**config.mk**
```make
export PLATFORM = sky130hd
export DESIGN_NAME = alu_seq
export DESIGN_NICKNAME = d
export VERILOG_FILES = /design/src/rtl/alu_seq.sv
export SDC_FILE = /design/constraint.sdc
export NUM_CORES = 1
export LEC_CHECK = 0
export ABC_CLOCK_PERIOD_IN_PS = 2200
export CAP_MARGIN = 10
export CORE_ASPECT_RATIO = 0.5
export CORE_MARGIN = 3
export CORE_UTILIZATION = 53
export DETAILED_ROUTE_END_ITERATION = 8
export GPL_ROUTABILITY_DRIVEN = 0
export GPL_TIMING_DRIVEN = 0
export PLACE_DENSITY = 0.85
export SETUP_SLACK_MARGIN = 0.1
export SLEW_MARGIN = 20
export SYNTH_ARGS = -nofsm -noshare
export SYNTH_HDL_FRONTEND = slang
export SYNTH_SLANG_ARGS = --single-unit
```
**constraint.sdc**
```tcl
create_clock -name clk -period 2.2 [get_ports clk]
set_clock_uncertainty 0.15 [all_clocks]
set_input_delay 0.22 -clock clk [delete_from_list [all_inputs] [get_ports clk]]
set_output_delay 0.22 -clock clk [all_outputs]
set_load 0.02 [all_outputs]
```
**src/rtl/alu_seq.sv**
```systemverilog
// alu_seq: handshaked, parametrised ALU with registered results and flags.
// Single-cycle ops: ADD SUB AND OR XOR SHL SHR. MUL (shift-add) and DIV
// (restoring) take WIDTH iterations and exist only when the macro
// ALU_SEQ_MULDIV_EN is defined. Without that macro, opcodes 2 and 3 are
// reported as illegal.
//
// Handshake: a command transfers on a rising edge where in_valid && in_ready.
// A result transfers on a rising edge where out_valid && out_ready. Once
// out_valid is asserted, alu_out, alu_out_hi and the flags stay stable until
// that transfer. The block does not accept a new command on the edge where it
// hands off a result.
//
// The FSM state is held in the signal 'state' (IDLE/BUSY/DONE), and a checker
// can bind to it directly.
module alu_seq #(
  parameter int WIDTH = 8
) (
  input  logic             clk,
  input  logic             reset,
  input  logic             in_valid,
  output logic             in_ready,
  input  logic [WIDTH-1:0] data_a,
  input  logic [WIDTH-1:0] data_b,
  input  logic [3:0]       alu_sel,
  output logic             out_valid,
  input  logic             out_ready,
  output logic [WIDTH-1:0] alu_out,
  output logic [WIDTH-1:0] alu_out_hi,
  output logic             carry_flag,
  output logic             ovf_flag,
  output logic             zero_flag,
  output logic             err_flag
);

  localparam int SHW = $clog2(WIDTH);

  typedef enum logic [1:0] {IDLE, BUSY, DONE} state_t;
  state_t state;

  logic [WIDTH:0]   add_full;
  logic [WIDTH:0]   sub_full;
  logic [SHW-1:0]   shamt;
  logic [WIDTH-1:0] c_lo;
  logic [WIDTH-1:0] c_hi;
  logic             c_carry;
  logic             c_ovf;
  logic             c_err;

  assign add_full = {1'b0, data_a} + {1'b0, data_b};
  assign sub_full = {1'b0, data_a} - {1'b0, data_b};
  assign shamt    = data_b[SHW-1:0];
  assign in_ready = (state == IDLE);

`ifdef ALU_SEQ_MULDIV_EN
  localparam int CW = $clog2(WIDTH + 1);

  logic             c_start;
  logic             is_div;
  logic [WIDTH-1:0] operand;   // a for MUL, divisor b for DIV
  logic [WIDTH-1:0] work_hi;   // product high / partial remainder
  logic [WIDTH-1:0] work_lo;   // multiplier bits / dividend-quotient bits
  logic [CW-1:0]    count;
  logic [WIDTH:0]   mul_sum;
  logic [WIDTH:0]   div_shift;
  logic [WIDTH:0]   div_trial;
  logic [WIDTH-1:0] n_hi;
  logic [WIDTH-1:0] n_lo;

  // One iteration of shift-add multiply or restoring divide
  always_comb begin
    mul_sum   = {1'b0, work_hi} + (work_lo[0] ? {1'b0, operand} : '0);
    div_shift = {work_hi, work_lo[WIDTH-1]};
    div_trial = div_shift - {1'b0, operand};
    n_hi      = mul_sum[WIDTH:1];
    n_lo      = {mul_sum[0], work_lo[WIDTH-1:1]};
    if (is_div) begin
      // Top bit of the trial difference set means the subtraction went negative.
      if (!div_trial[WIDTH]) begin
        n_hi = div_trial[WIDTH-1:0];
        n_lo = {work_lo[WIDTH-2:0], 1'b1};
      end else begin
        n_hi = div_shift[WIDTH-1:0];
        n_lo = {work_lo[WIDTH-2:0], 1'b0};
      end
    end
  end
`endif

  // Single-cycle result and flags for the opcode currently on the inputs
  always_comb begin
    c_lo    = '0;
    c_hi    = '0;
    c_carry = 1'b0;
    c_ovf   = 1'b0;
    c_err   = 1'b0;
`ifdef ALU_SEQ_MULDIV_EN
    c_start = 1'b0;
`endif
    case (alu_sel)
      4'd0: begin
        c_lo    = add_full[WIDTH-1:0];
        c_carry = add_full[WIDTH];
        c_ovf   = (data_a[WIDTH-1] == data_b[WIDTH-1]) &&
                  (add_full[WIDTH-1] != data_a[WIDTH-1]);
      end
      4'd1: begin
        c_lo    = sub_full[WIDTH-1:0];
        c_carry = sub_full[WIDTH];  // borrow, i.e. a < b
        c_ovf   = (data_a[WIDTH-1] != data_b[WIDTH-1]) &&
                  (sub_full[WIDTH-1] != data_a[WIDTH-1]);
      end
`ifdef ALU_SEQ_MULDIV_EN
      4'd2: c_start = 1'b1;
      4'd3: begin
        if (data_b == '0) begin
          c_lo  = '1;
          c_hi  = data_a;
          c_err = 1'b1;
        end else begin
          c_start = 1'b1;
        end
      end
`endif
      4'd4: c_lo = data_a & data_b;
      4'd5: c_lo = data_a | data_b;
      4'd6: c_lo = data_a ^ data_b;
      4'd7: c_lo = data_a << shamt;
      4'd8: c_lo = data_a >> shamt;
      default: c_err = 1'b1;
    endcase
  end

  // Control FSM plus the registered result and flag outputs
  always_ff @(posedge clk or posedge reset) begin
    if (reset) begin
      state      <= IDLE;
      out_valid  <= 1'b0;
      alu_out    <= '0;
      alu_out_hi <= '0;
      carry_flag <= 1'b0;
      ovf_flag   <= 1'b0;
      zero_flag  <= 1'b0;
      err_flag   <= 1'b0;
`ifdef ALU_SEQ_MULDIV_EN
      is_div     <= 1'b0;
      operand    <= '0;
      work_hi    <= '0;
      work_lo    <= '0;
      count      <= '0;
`endif
    end else begin
      case (state)
        IDLE: begin
          if (in_valid) begin
`ifdef ALU_SEQ_MULDIV_EN
            if (c_start) begin
              state   <= BUSY;
              count   <= CW'(WIDTH);
              is_div  <= (alu_sel == 4'd3);
              // MUL: multiplier shifts out of work_lo, a is added.
              // DIV: dividend shifts out of work_lo, b is subtracted.
              operand <= (alu_sel == 4'd3) ? data_b : data_a;
              work_hi <= '0;
              work_lo <= (alu_sel == 4'd3) ? data_a : data_b;
            end else
`endif
            begin
              state      <= DONE;
              out_valid  <= 1'b1;
              alu_out    <= c_lo;
              alu_out_hi <= c_hi;
              carry_flag <= c_carry;
              ovf_flag   <= c_ovf;
              zero_flag  <= (c_lo == '0);
              err_flag   <= c_err;
            end
          end
        end
`ifdef ALU_SEQ_MULDIV_EN
        BUSY: begin
          work_hi <= n_hi;
          work_lo <= n_lo;
          count   <= count - CW'(1);
          if (count == CW'(1)) begin
            state      <= DONE;
            out_valid  <= 1'b1;
            alu_out    <= n_lo;
            alu_out_hi <= n_hi;
            carry_flag <= 1'b0;
            ovf_flag   <= 1'b0;
            zero_flag  <= (n_lo == '0);
            err_flag   <= 1'b0;
          end
        end
`endif
        DONE: begin
          if (out_ready) begin
            state     <= IDLE;
            out_valid <= 1'b0;
          end
        end
        default: state <= IDLE;
      endcase
    end
  end

endmodule

```
# == Yosys cells after proc, flatten, opt, wreduce, memory -nomap -nowiden ==
# Cells that the tools add are included.
# word_totals
output_inout_bits,22
in_bits,24
word_cells,47
ff_bits,15
# op_classes
shift,2
n_addsub,2
mux,10
eq_ne,13
bitwise,3
reduce_logical,10
# op_table
cell,n
8-bit case mux with 7 select lines,1
"4-bit by 3-bit == test with 1-bit output, second input constant",4
8-bit by 8-bit adder with 9-bit output,1
8-bit by 8-bit subtractor with 9-bit output,1
8-bit bitwise AND,1
8-bit logical NOT,1
8-bit bitwise OR,1
8-bit by 3-bit left shift with 8-bit output,1
8-bit by 3-bit >> shifter with 8-bit output,1
8-bit XOR,1
7-bit OR reduction,1
1-bit case mux with 2 select lines,3
"4-bit by 1-bit == test with 1-bit output, second input constant",1
"4-bit == test, second input constant",1
4-bit logical NOT,1
2-bit two-way mux,2
"2-bit inequality test, second input constant",2
2-bit case mux with 2 select lines,1
2-bit AND reduction,2
1-bit two-way mux,3
1-bit inequality test,3
3-bit AND reduction,1
"2-bit == test, second input constant",1
1-bit logical AND,2
3 further kinds,3

# == Longest topological paths before layout ==
# Gate-level depths: netlist of run 1.
# depth
ltp_word,4
ltp_mapped,11
mapped_depth_nobuf,10

# == Worst setup path before layout of run 1 ==
# No wires, ideal clock.
# synth_path
path_kind,in2reg
from,in data_b[0]
to,reg zero_flag
arrival_time_ns,2.128
n_path_buf,2
cell_stages,11
setup_time_ns,0.095
required_ns,1.955
slack_ns,-0.173
path_cell_list,buf_6 > buf_6 > inv_1 > ha_1 > nor3b_1 > mux4_2 > a22oi_2 > nand2_2 > nor4b_2 > nand3_1 > o31ai_1
# synth_via
elab_chain_len,3
elab_cells_between_ends,9
classes_between,2 x add/sub; 2 x shift; 1 x mux; 3 x bitwise; 1 x reduce/logical
# synth_rtl
item,line_no,text
start: declaration,23,"input logic [WIDTH-1:0] data_b,"
8-bit by 8-bit subtractor with 9-bit output (tied with other cells),50,"assign sub_full = {1'b0, data_a} - {1'b0, data_b};"
8-bit case mux with 7 select lines (*),99,case (alu_sel)
8-bit logical NOT (*),174,zero_flag <= (c_lo == '0);
end signal: assignment,174,
end: declaration,31,"output logic zero_flag,"
# Mark *: on every way between the ends. The rest lies on a longest branch, timed or not.
# A chain may end at the register's enable or synchronous reset.

# == Final worst setup path of run 1 ==
# layout_path
from,in alu_sel[2]
to,reg alu_out[0]
# layout_via
elab_chain_len,2
elab_cells_between_ends,8
classes_between,6 x eq/ne; 1 x mux; 1 x reduce/logical
# layout_rtl
item,line_no,text
start: declaration,24,"input logic [3:0] alu_sel,"
4-bit == test (tied with other cells),99,
8-bit case mux with 7 select lines (*),99,
end signal: assignment,170,alu_out <= c_lo;
end: declaration,27,"output logic [WIDTH-1:0] alu_out,"
# Marked as above.

==> key figures, run 1 <==
Timing
  – # setup viols final: 2
  – Slew HR: between 30% and 40%
  – Max-slew violation count: 0
  – Min Tclk post-route: about 2300 ps
  – Fin Setup TNS: -117.6 ps
  – Final worst-path cycle share: 102.9%
  – Slack of the critical path: -63.64 ps
  – Unrepaired setup endpoints after global routing: true
  – Final number of hold-violating endpoints: 0
  – Hold_ws: roughly 150 ps
  – Worst Tran Pin Value: slightly above 900 ps
  – Peak Freq: 441.8 MHz

Floorplanning
  – Die area: approximately 5300 µm²
  – Core region area: 4064 µm²
  – Die Ht: 52.85 µm
  – # IOs: 46
  – Row count: 16
  – Die Width: 99.69 µm
  – Initial core utilization: 57.24%

Power
  – Sw Ratio: 41.45%
  – Total Power: 1396 µW
  – Comb power frac: 64.5%
  – Static leakage: 0.001463 µW
  – Clock power share: 14.5%
  – Switching power: 578.5 µW
  – Sequential share of power: 21.0%
  – Pint: 817.1 µW
  – Worst VDD drop: 0.2123 mV
  – PwrDens: 401.5 nW/µm²

Route
  – Post-route DRC: 0
  – Met1 WL: 3.195 mm
  – Max Used Layer: met4
  – WL/cell: 21.48 µm
  – DR vias: about 2700
  – WL final: 8.613 mm
  – DRT iter0 DRCs: 402
  – Post-DRT Antenna Nets: 0
  – Vias per inst: 6.805
  – DRT Pass-1 Iters: 6
  – Met2 WL post-DR: 3.720 mm
  – Metal3 WL: approximately 1.2 mm

Setup path
  – Worst Path Required: 2200 ps
  – WP data arrival: 2260 ps
  – Flop2flop setup slack: roughly 410 ps
  – Max FO, Critical Path: 10
  – Critical path type: input port to register
  – Kind of end point of the critical path: register
  – Slowest stage delay, CP: 710 ps
  – Slowest-stage cell, CP: nor3_1
  – CP Cell Sequence: clkdlybuf4s50_1, clkbuf_8, nor3_1, a22oi_2, nand2_2, buf_4, inv_1, o21ai_0
  – Worst r2r src: out_valid
  – Crit start category: input port
  – Reg2reg end: zero_flag
  – Path depth of the worst reg2reg path: 7

GRT
  – Vias in the first global route: about 2600
  – Initial antenna violation count: 0
  – All-Layer GR Usage: 31.82%
  – First-pass GRT wire length: about 13 mm
  – Largest net degree at the start of global routing: 14
  – Overflow after GRT: 0

Synth
  – Largest cells by area after synthesis: dfrtp_1 14%, ha_1 13%, mux4_2 7.7%
  – Combinational family with the most area after synthesis: compound AO/OA/AOI/OAI gates
  – Sequential element share of the synthesized area: between 10 and 15%
  – Main flop type after synthesis: dfrtp_1
  – Yosys warning count: 0
  – Synth Area in Simple Gates: 15.33%
  – Unique masters post-synth: 58
  – Post-synth EDFFs: 0
  – Post-synthesis mux area share: 16.62%
  – Mean post-synth cell area: around 8.4 µm²
  – Mapped Cells: 277
  – Synth Area in XOR/XNOR: 3.012%
  – Share of the synthesized area in the top cell type: around 14%
  – Netlist Area Pre-Place: 2326 µm²
  – Yosys reg bits: 13
  – Adder-cell share of the synthesized area: between 15 and 20%
  – Most instantiated cells after synthesis: 25 x ha_1, 25 x inv_1, 22 x nand2_1, 22 x o21ai_0, 17 x nor2_1
  – Asr flop ratio synth: 100.0%
  – Compound-Gate Fraction of Synth Area: 23.18%
  – Yosys top cell by area: dfrtp_1

Clock network
  – CTS clk-pin slew, worst paths: 50 ps
  – TritonCTS clock tree: built
  – Root Buffer: clkbuf_8
  – H-tree level count: 1
  – Clock sinks: 13
  – CTS max path bufs: 2
  – Cts bufs inserted: 3
  – Cts hold-fix bufs: 0
  – Clock latency on the worst-skew pair: ~230 ps

Min path
  – Hold WC Path Type: input port to asynchronous set/reset pin

Finish
  – Fillcell total: 208
  – # nets final: 399
  – Layout cell share with drive strength beyond 1: 40.06%
  – Non-Filler Instances: 401
  – Area Overhead vs Synth: 49.44%
  – N_diodes: 0

Place
  – Placed Cells: 373
  – Half-perimeter wire length after placement: 5.332 mm
  – Input/output buffers: 35

Outcome
  – Status: finished with violations
  – Failing checks: setup timing

Job
  – Maximum Capacitance Violations: 0
layout make-up:
cell class              count  area [µm²]  area share [%]
clock buffers               4       45.04           1.296
inverters                  26       132.6           3.816
plain buffers              23       257.7           7.415
repair buffers             60       546.8           15.73
multi-input cells         221        2101           60.44
well taps                  54       67.56           1.944
flip-flops and latches     13       325.3           9.359
power groups by stage:
stage	registers, µW	logic, µW	clock network (µW)
5_1_grt	297	945	218
3_3_place_gp	294	651	0
6_report	293	900	203
4_1_cts	293	791	203
2_1_floorplan	336	401	0
3_5_place_dp	297	675	0
registers in the layout (all words and copies together) (netlist names):
signal,flops
err_flag,1
zero_flag,1
out_valid,1
alu_out,8
ovf_flag,1
carry_flag,1
through the flow:
stage          area (µm²)  setup WS [ps]  utilization, %
6_report             3476         -63.64           85.53
5_1_grt              3476         -150.2           85.53
4_1_cts              3332          41.65           81.99
3_5_place_dp         2877          -1095           70.78
3_3_place_gp         2877          -1020           70.78
2_1_floorplan        2459          48.86               -
layout by cell type, fill, tap and decap left out, drive strengths merged, types with 3 or more instances in the layout:
cell | synthesis | final
ha | 25 | 25
nor3 | 9 | 9
clkdlybuf4s50 | 0 | 18
buf | 18 | 51
inv | 25 | 25
o31ai | 3 | 3
mux4 | 8 | 8
nand3 | 7 | 7
a22oi | 3 | 3
conb | 1 | 8
o22ai | 4 | 4
dfrtp | 13 | 13
dlygate4sd2 | 0 | 6
o211ai | 4 | 4
a21oi | 14 | 14
o21ai | 22 | 22
o21bai | 3 | 3
nor2b | 4 | 4
nand2b | 3 | 3
a211oi | 4 | 4
mux2 | 3 | 3
nor2 | 18 | 18
clkbuf | 6 | 11
xnor2 | 8 | 8
mux2i | 16 | 16
nand2 | 23 | 23
worst max-delay path by stage:
stage                    start         end
detailed placement   data_b[1]   zero_flag
global route         data_a[0]   zero_flag
global placement     data_b[1]   zero_flag
floorplan            data_b[0]   zero_flag
CTS                  data_b[0]   zero_flag
finish              alu_sel[2]  alu_out[0]
routing by layer:
| metal | up-vias | GRT usage [%] |
|---|---|---|
| li1 | 1135 | - |
| met1 | 1249 | 38.08 |
| met2 | 266 | 52.87 |
| met3 | 79 | 9.163 |
| met4 | 0 | 16.10 |
| met5 | - | 0 |
critical path: cells and delay by family:
kind	cells	cell delay [ps]
AOI/OAI and AO/OA	2	340
and+or+nand+nor	2	870
buffers and inverters	4	830
kinds of logic (layout without fill, tap and decap cells):
kind of cell,count (synthesis),in the layout
other,1,8
adders and majority gates,27,27
xor gates and xnor gates,8,8
muxes,27,27
and+or+nand+nor,73,73
AOI/OAI and AO/OA,78,78
buffers and inverters,50,113
DFF,13,13
what timing repair did:
| item | in CTS | in global routing |
|---|---|---|
| resized for setup | 126 | 28 |
| setup buffers | 18 | 7 |
| setup endpoints to repair | 11 | 10 |
| pin swaps | 31 | 23 |
Note: power is estimated with default switching activity, not from simulation.
==> run 2, diff against run 1 <==
Settings changed: ABC_CLOCK_PERIOD_IN_PS 2200 to 2300.
Clock period 2.2 ns to 2.3 ns, I/O delays scaled along.
==> key figures, run 2 (same netlist as run 1, synthesis figures left out) <==
Outcome
  – Status: finished with violations
  – Failing checks: setup timing

Floorplanning
  – Initial core utilization: 57.24% (unchanged)
  – Core region area: 4064 µm² (unchanged)
  – Die Ht: 52.85 µm (unchanged)
  – # IOs: 46 (unchanged)
  – Die area: 5268 µm² (unchanged)
  – Row count: 16 (unchanged)
  – Die Width: 99.69 µm (unchanged)

GRT
  – GR Layer Usage met3: 5.179% (-4.0 points)
  – All-Layer GR Usage: 27.03% (-4.8 points)
  – Largest net degree at the start of global routing: 14 (unchanged)
  – First-pass GRT wire length: 11.22 mm (-14%)
  – Initial antenna violation count: 0 (unchanged)
  – Grt peak-use layer: met2
  – Overflow after GRT: 0 (unchanged)
  – GR Util met2: 45.25% (-7.6 points)
  – Vias in the first global route: 2263 (-12%)
  – Met1 usage in global routing: 35.91% (-2.2 points)

Place
  – DP Area: 2793 µm² (-2.9%)
  – Input/output buffers: 35 (unchanged)
  – Half-perimeter wire length after placement: 5.145 mm (-3.5%)

Finish
  – Fillcell total: 216 (+3.8%)
  – Layout cell share with drive strength beyond 1: 40.52% (+0.46 points)
  – Cell area after layout: 3447 µm² (-0.83%)
  – # nets final: 400 (+0.25%)
  – N_diodes: 0 (unchanged)
  – Reg with most FFs: alu_out
  – Max reg flops: 8 (unchanged)
  – Area Overhead vs Synth: 48.20%
  – Most frequent cells in the layout: 36 x buf_4, 22 x nand2_1, 18 x o21ai_0, 18 x clkdlybuf4s50_1, 15 x inv_1
  – Commonest non-fill, non-tap cell in the layout: buf_4

Timing
  – Hold_ws: 149.2 ps (+2.041 ps)
  – Max-slew violation count: 0 (unchanged)
  – Final number of hold-violating endpoints: 0 (unchanged)
  – Fin Setup TNS: -34.52 ps (+83.06 ps)
  – # setup viols final: 2 (unchanged)
  – Worst Tran Pin Value: 836.2 ps (-87.40 ps)
  – Slack of the critical path: -20.03 ps (+43.60 ps)
  – Final worst-path cycle share: 100.9%
  – Slew HR: 43.83% (+5.9 points)
  – Unrepaired setup endpoints after global routing: true
  – Min Tclk post-route: 2320 ps
  – Peak Freq: 431.0 MHz

Clock network
  – Cts hold-fix bufs: 0 (unchanged)
  – Clock sinks: 13 (unchanged)
  – Root Buffer: clkbuf_8
  – Cts bufs inserted: 3 (unchanged)
  – CTS clk-pin slew, worst paths: 50 ps (about the same)
  – TritonCTS clock tree: built
  – Clock latency on the worst-skew pair: 240 ps (about the same)
  – CTS max path bufs: 2 (unchanged)
  – H-tree level count: 1 (unchanged)

Route
  – Vias per inst: 6.784 (-0.32%)
  – DRT Pass-1 Iters: 6 (unchanged)
  – DRT iter0 DRCs: 439 (+9.2%)
  – Post-DRT Antenna Nets: 0 (unchanged)
  – Post-route DRC: 0 (unchanged)
  – WL final: 8.819 mm (+2.4%)
  – DR vias: 2727 (-0.073%)
  – WL/cell: 21.94 µm (+2.1%)

Setup path
  – Critical path type: input port to register
  – CP Cell Sequence: buf_2, inv_1, ha_4, buf_6, buf_4, mux2i_1, o22ai_1, nand2_1, o221ai_1, a21oi_2, nand3_1, o31ai_2
  – Kind of end point of the critical path: register
  – Slowest-stage cell, CP: ha_4
  – Crit start category: input port
  – WP data arrival: 2320 ps (+60 ps)
  – Max FO, Critical Path: 9 (-1)
  – Slowest stage delay, CP: 260 ps (-450 ps)
  – Worst Setup SP: data_a[4]
  – Worst Path Required: 2300 ps (+100 ps)
  – Flop2flop setup slack: 500 ps (+90 ps)
  – Worst r2r src: out_valid

Power
  – Worst VDD drop: 0.1774 mV (-16%)
  – PwrDens: 385.0 nW/µm² (-4.1%)
  – Static leakage: 0.001478 µW (+1.0%)

Min path
  – Hold WC Path Type: input port to asynchronous set/reset pin

Job
  – Maximum Capacitance Violations: 0 (unchanged)
[run 2: changes by cell type in the layout (fill, tap and decap cells not counted), moves of 2 or more]
| cell | previous run | this run |
|---|---|---|
| dlygate4sd2_1 | 6 | 3 |
| nor2_2 | 2 | 4 |
| a21oi_2 | 5 | 3 |
| clkbuf_2 | 1 | 3 |
| buf_12 | 6 | 2 |
| ha_2 | 2 | 0 |
| inv_2 | 6 | 8 |
| dlymetal6s2s_1 | 0 | 3 |
| buf_8 | 2 | 7 |
[run 2: area by class of cell]
| cell class | count | area [µm²] | area share [%] |
|---|---|---|---|
| Multi-Input combinational cell | 221 | 2100 | 60.91 |
| Timing Repair Buffer | 61 | 551.8 | 16.01 |
| Sequential cell | 13 | 325.3 | 9.437 |
| Buffer | 23 | 232.7 | 6.751 |
| Inverter | 26 | 125.1 | 3.630 |
| Tap cell | 54 | 67.56 | 1.960 |
| Clock buffer | 4 | 45.04 | 1.307 |
[run 2: what timing repair did]
item | in CTS | in global routing
gates resized for setup | 101 | 59
pin swaps | 20 | 31
buffers inserted | 12 | 14
endpoints found under the setup margin | 11 | 6
[run 2: path summary, 6_finish.rpt]
| kind | end | cells past startpoint |
|---|---|---|
| min in group clk | ovf_flag | 2 |
| hold / removal | alu_out[5] | 2 |
| setup reg to reg | zero_flag | 7 |
| setup / recovery | zero_flag | 12 |
| hold reg to reg | ovf_flag | 2 |
| max in group asynchronous | alu_out[6] | 2 |
[run 2: worst max-delay path, delay by kind of cell]
family	cells	cell delay [ps]
adder cells (fa/ha/maj)	1	260
AO/OA/AOI/OAI	4	750
multiplexers	1	230
buffers and inverters	4	630
AND/OR/NAND/NOR	2	220
[run 2: layer usage]
| layer | up-vias | routed length, µm |
|---|---|---|
| met2 | 257 | 3693 |
| met3 | 81 | 1233 |
| met4 | 0 | 519 |
| li1 | 1134 | - |
| met1 | 1255 | 3372 |
| met5 | - | 0 |
[run 2: metrics by stage]
step                utilization (%)  power (µW)  setup WS (ps)  instances
finish                        84.82        1327         -20.03        402
global route                  84.82        1390         -61.01        402
CTS                           77.22        1192          99.57        388
detailed placement            68.72       905.6          -1189        373
global placement              68.72       883.0          -1102        373
floorplan                         -       687.0          87.81        284
[run 2: report_power, final]
part           internal, µW  switching (µW)
combinational           390             459
sequential              261            19.0
clock                   122            75.7
total                   774             553
==> run 3, diff against run 2 <==
Settings changed: CORE_UTILIZATION 53 to 65, CTS_CLUSTER_SIZE set to 20, DONT_BUFFER_PORTS set to 1, PLACE_DENSITY 0.85 to 0.84.
==> key figures, run 3 (same netlist as run 1, synthesis figures left out) <==
Timing
  – Min Tclk post-route: 2230 ps (-89.97 ps)
  – Worst Tran Pin Value: 898.6 ps (+62.38 ps)
  – Slew HR: 39.64% (-4.2 points)
  – Fin Setup TNS: 0 ps (+34.52 ps)
  – Unrepaired setup endpoints after global routing: true
  – Peak Freq: 448.4 MHz (+4.0%)
  – Hold_ws: 75.25 ps (-73.91 ps)
  – Max-slew violation count: 0 (unchanged)
  – # setup viols final: 0 (-2)
  – Slack of the critical path: 69.94 ps (+89.97 ps)
  – Final number of hold-violating endpoints: 0 (unchanged)
  – Final worst-path cycle share: 96.96% (-3.9 points)

Power
  – Worst VDD drop: 0.2510 mV (+42%)
  – Static leakage: 0.001201 µW (-19%)
  – PwrDens: 390.2 nW/µm² (+1.4%)

Clock network
  – H-tree level count: 1 (unchanged)
  – TritonCTS clock tree: built
  – Clock sinks: 13 (unchanged)
  – CTS clk-pin slew, worst paths: 50 ps (about the same)
  – CTS max path bufs: 2 (unchanged)
  – Cts bufs inserted: 3 (unchanged)
  – Root Buffer: clkbuf_8
  – Clock latency on the worst-skew pair: 240 ps (about the same)

GRT
  – Initial antenna violation count: 0 (unchanged)
  – Vias in the first global route: 2124 (-6.1%)
  – Overflow after GRT: 0 (unchanged)
  – All-Layer GR Usage: 29.55% (+2.5 points)
  – First-pass GRT wire length: 10.63 mm (-5.3%)
  – Largest net degree at the start of global routing: 14 (unchanged)

Floorplanning
  – Die area: 4376 µm² (-17%)
  – Initial core utilization: 72.56% (+15 points)
  – Die Ht: 48.30 µm (-8.6%)
  – Core region area: 3206 µm² (-21%)
  – Die Width: 90.60 µm (-9.1%)
  – # IOs: 46 (unchanged)
  – Row count: 14 (-2)

Finish
  – Max reg flops: 8 (unchanged)
  – Reg with most FFs: alu_out
  – Cell area after layout: 2744 µm² (-20%)
  – # nets final: 351 (-12%)
  – Area Overhead vs Synth: 17.97%
  – N_diodes: 0 (unchanged)
  – Layout cell share with drive strength beyond 1: 28.76% (-12 points)
  – Layout Utilization: 85.60% (+0.78 points)
  – Most frequent cells in the layout: 23 x inv_1, 23 x ha_1, 22 x nand2_1

Route
  – WL final: 6.844 mm (-22%)
  – DRT Pass-1 Iters: 6 (unchanged)
  – Vias per inst: 6.781 (about the same)
  – DR vias: 2353 (-14%)
  – WL/cell: 19.72 µm (-10%)
  – Post-route DRC: 0 (unchanged)
  – DRT iter0 DRCs: 247 (-44%)
  – Post-DRT Antenna Nets: 0 (unchanged)

Place
  – Half-perimeter wire length after placement: 5.006 mm (-2.7%)
  – Worst slack at placement: -343.8 ps (+845.1 ps)
  – Input/output buffers: 0 (-100%)
  – DP Area: 2435 µm² (-13%)

Setup path
  – Worst r2r src: out_valid
  – WP data arrival: 2260 ps (-60 ps)
  – Kind of end point of the critical path: register
  – Flop2flop setup slack: 260 ps (-240 ps)
  – Worst Path Required: 2330 ps (+30 ps)
  – Path depth of the worst reg2reg path: 7 (unchanged)
  – Reg2reg end: zero_flag
  – Critical path type: input port to register
  – Crit start category: input port
  – Max FO, Critical Path: 7 (-2)

Outcome
  – Status: finished, final reports clean

Min path
  – Hold WC Path Type: input port to register
  – Hold endpoint: alu_out[2]
  – WHS Path Cells: 2
  – Critical hold path startpoint: alu_sel[3]

Job
  – Maximum Capacitance Violations: 0 (unchanged)
-- run 3: changes by cell type in the layout (fill, tap and decap cells not counted), moves of 4 or more --
cell	previous run	this run
inv_1	15	23
inv_2	8	1
ha_4	11	1
ha_1	14	23
buf_8	7	3
buf_4	36	17
clkdlybuf4s50_1	18	0
-- run 3: power by group --
group | leakage [µW] | internal [µW] | switching, µW
Sequential | 0.000170 | 261 | 65.1
Combinational | 0.00101 | 241 | 304
Clock | 0.0000228 | 122 | 76.9
-- run 3: worst max path at each step --
| stage | start | endpoint | slack (ps) | cells after the start |
|---|---|---|---|---|
| finish | data_b[1] | alu_out[5] | 70 | 11 |
| global route | data_b[1] | alu_out[5] | 30 | 11 |
| CTS | data_b[1] | alu_out[7] | 110 | 11 |
| detailed placement | data_b[2] | zero_flag | -340 | 11 |
| global placement | data_b[1] | alu_out[7] | -280 | 11 |
| floorplan | data_b[0] | zero_flag | 90 | 11 |
-- run 3: layout make-up --
| class | instances | area (µm²) |
|---|---|---|
| Inverter | 26 | 108.9 |
| Fill cell | 183 | 461.7 |
| Sequential cell | 13 | 325.3 |
| Multi-Input combinational cell | 221 | 1893 |
| Buffer | 24 | 224.0 |
| Clock buffer | 4 | 45.04 |
| Tap cell | 48 | 60.06 |
| Timing Repair Buffer | 11 | 87.58 |
-- run 3: critical path, cell delays in order --
cell,delay (ps)
buf_12,90
buf_8,110
clkinvlp_4,130
ha_4,320
o21bai_4,80
a2111oi_4,370
o32ai_2,140
xnor2_1,310
nand2_1,170
a21o_1,240
nand2_1,50
-- run 3: repair_timing --
| item | CTS | global route |
|---|---|---|
| endpoints found under the hold margin | 14 | 0 |
| buffers inserted | 2 | 7 |
| setup endpoints to repair | 4 | 6 |
| pin swaps | 4 | 14 |
| gates resized for setup | 13 | 26 |
| hold buffers | 2 | 0 |
-- run 3: through the flow --
step                std cells  total power (µW)
floorplan                 284             687.0
global placement          332             761.1
detailed placement        332             780.0
CTS                       340              1004
global route              347              1131
finish                    347              1071
-- run 3: routing by layer --
metal	GRT usage (%)	part of all wire [%]	vias up
li1	-	-	1032
met1	41.86	39	1116
met2	45.52	43	186
met3	7.585	16	19
met4	6.599	2.0	0
met5	0	0	-
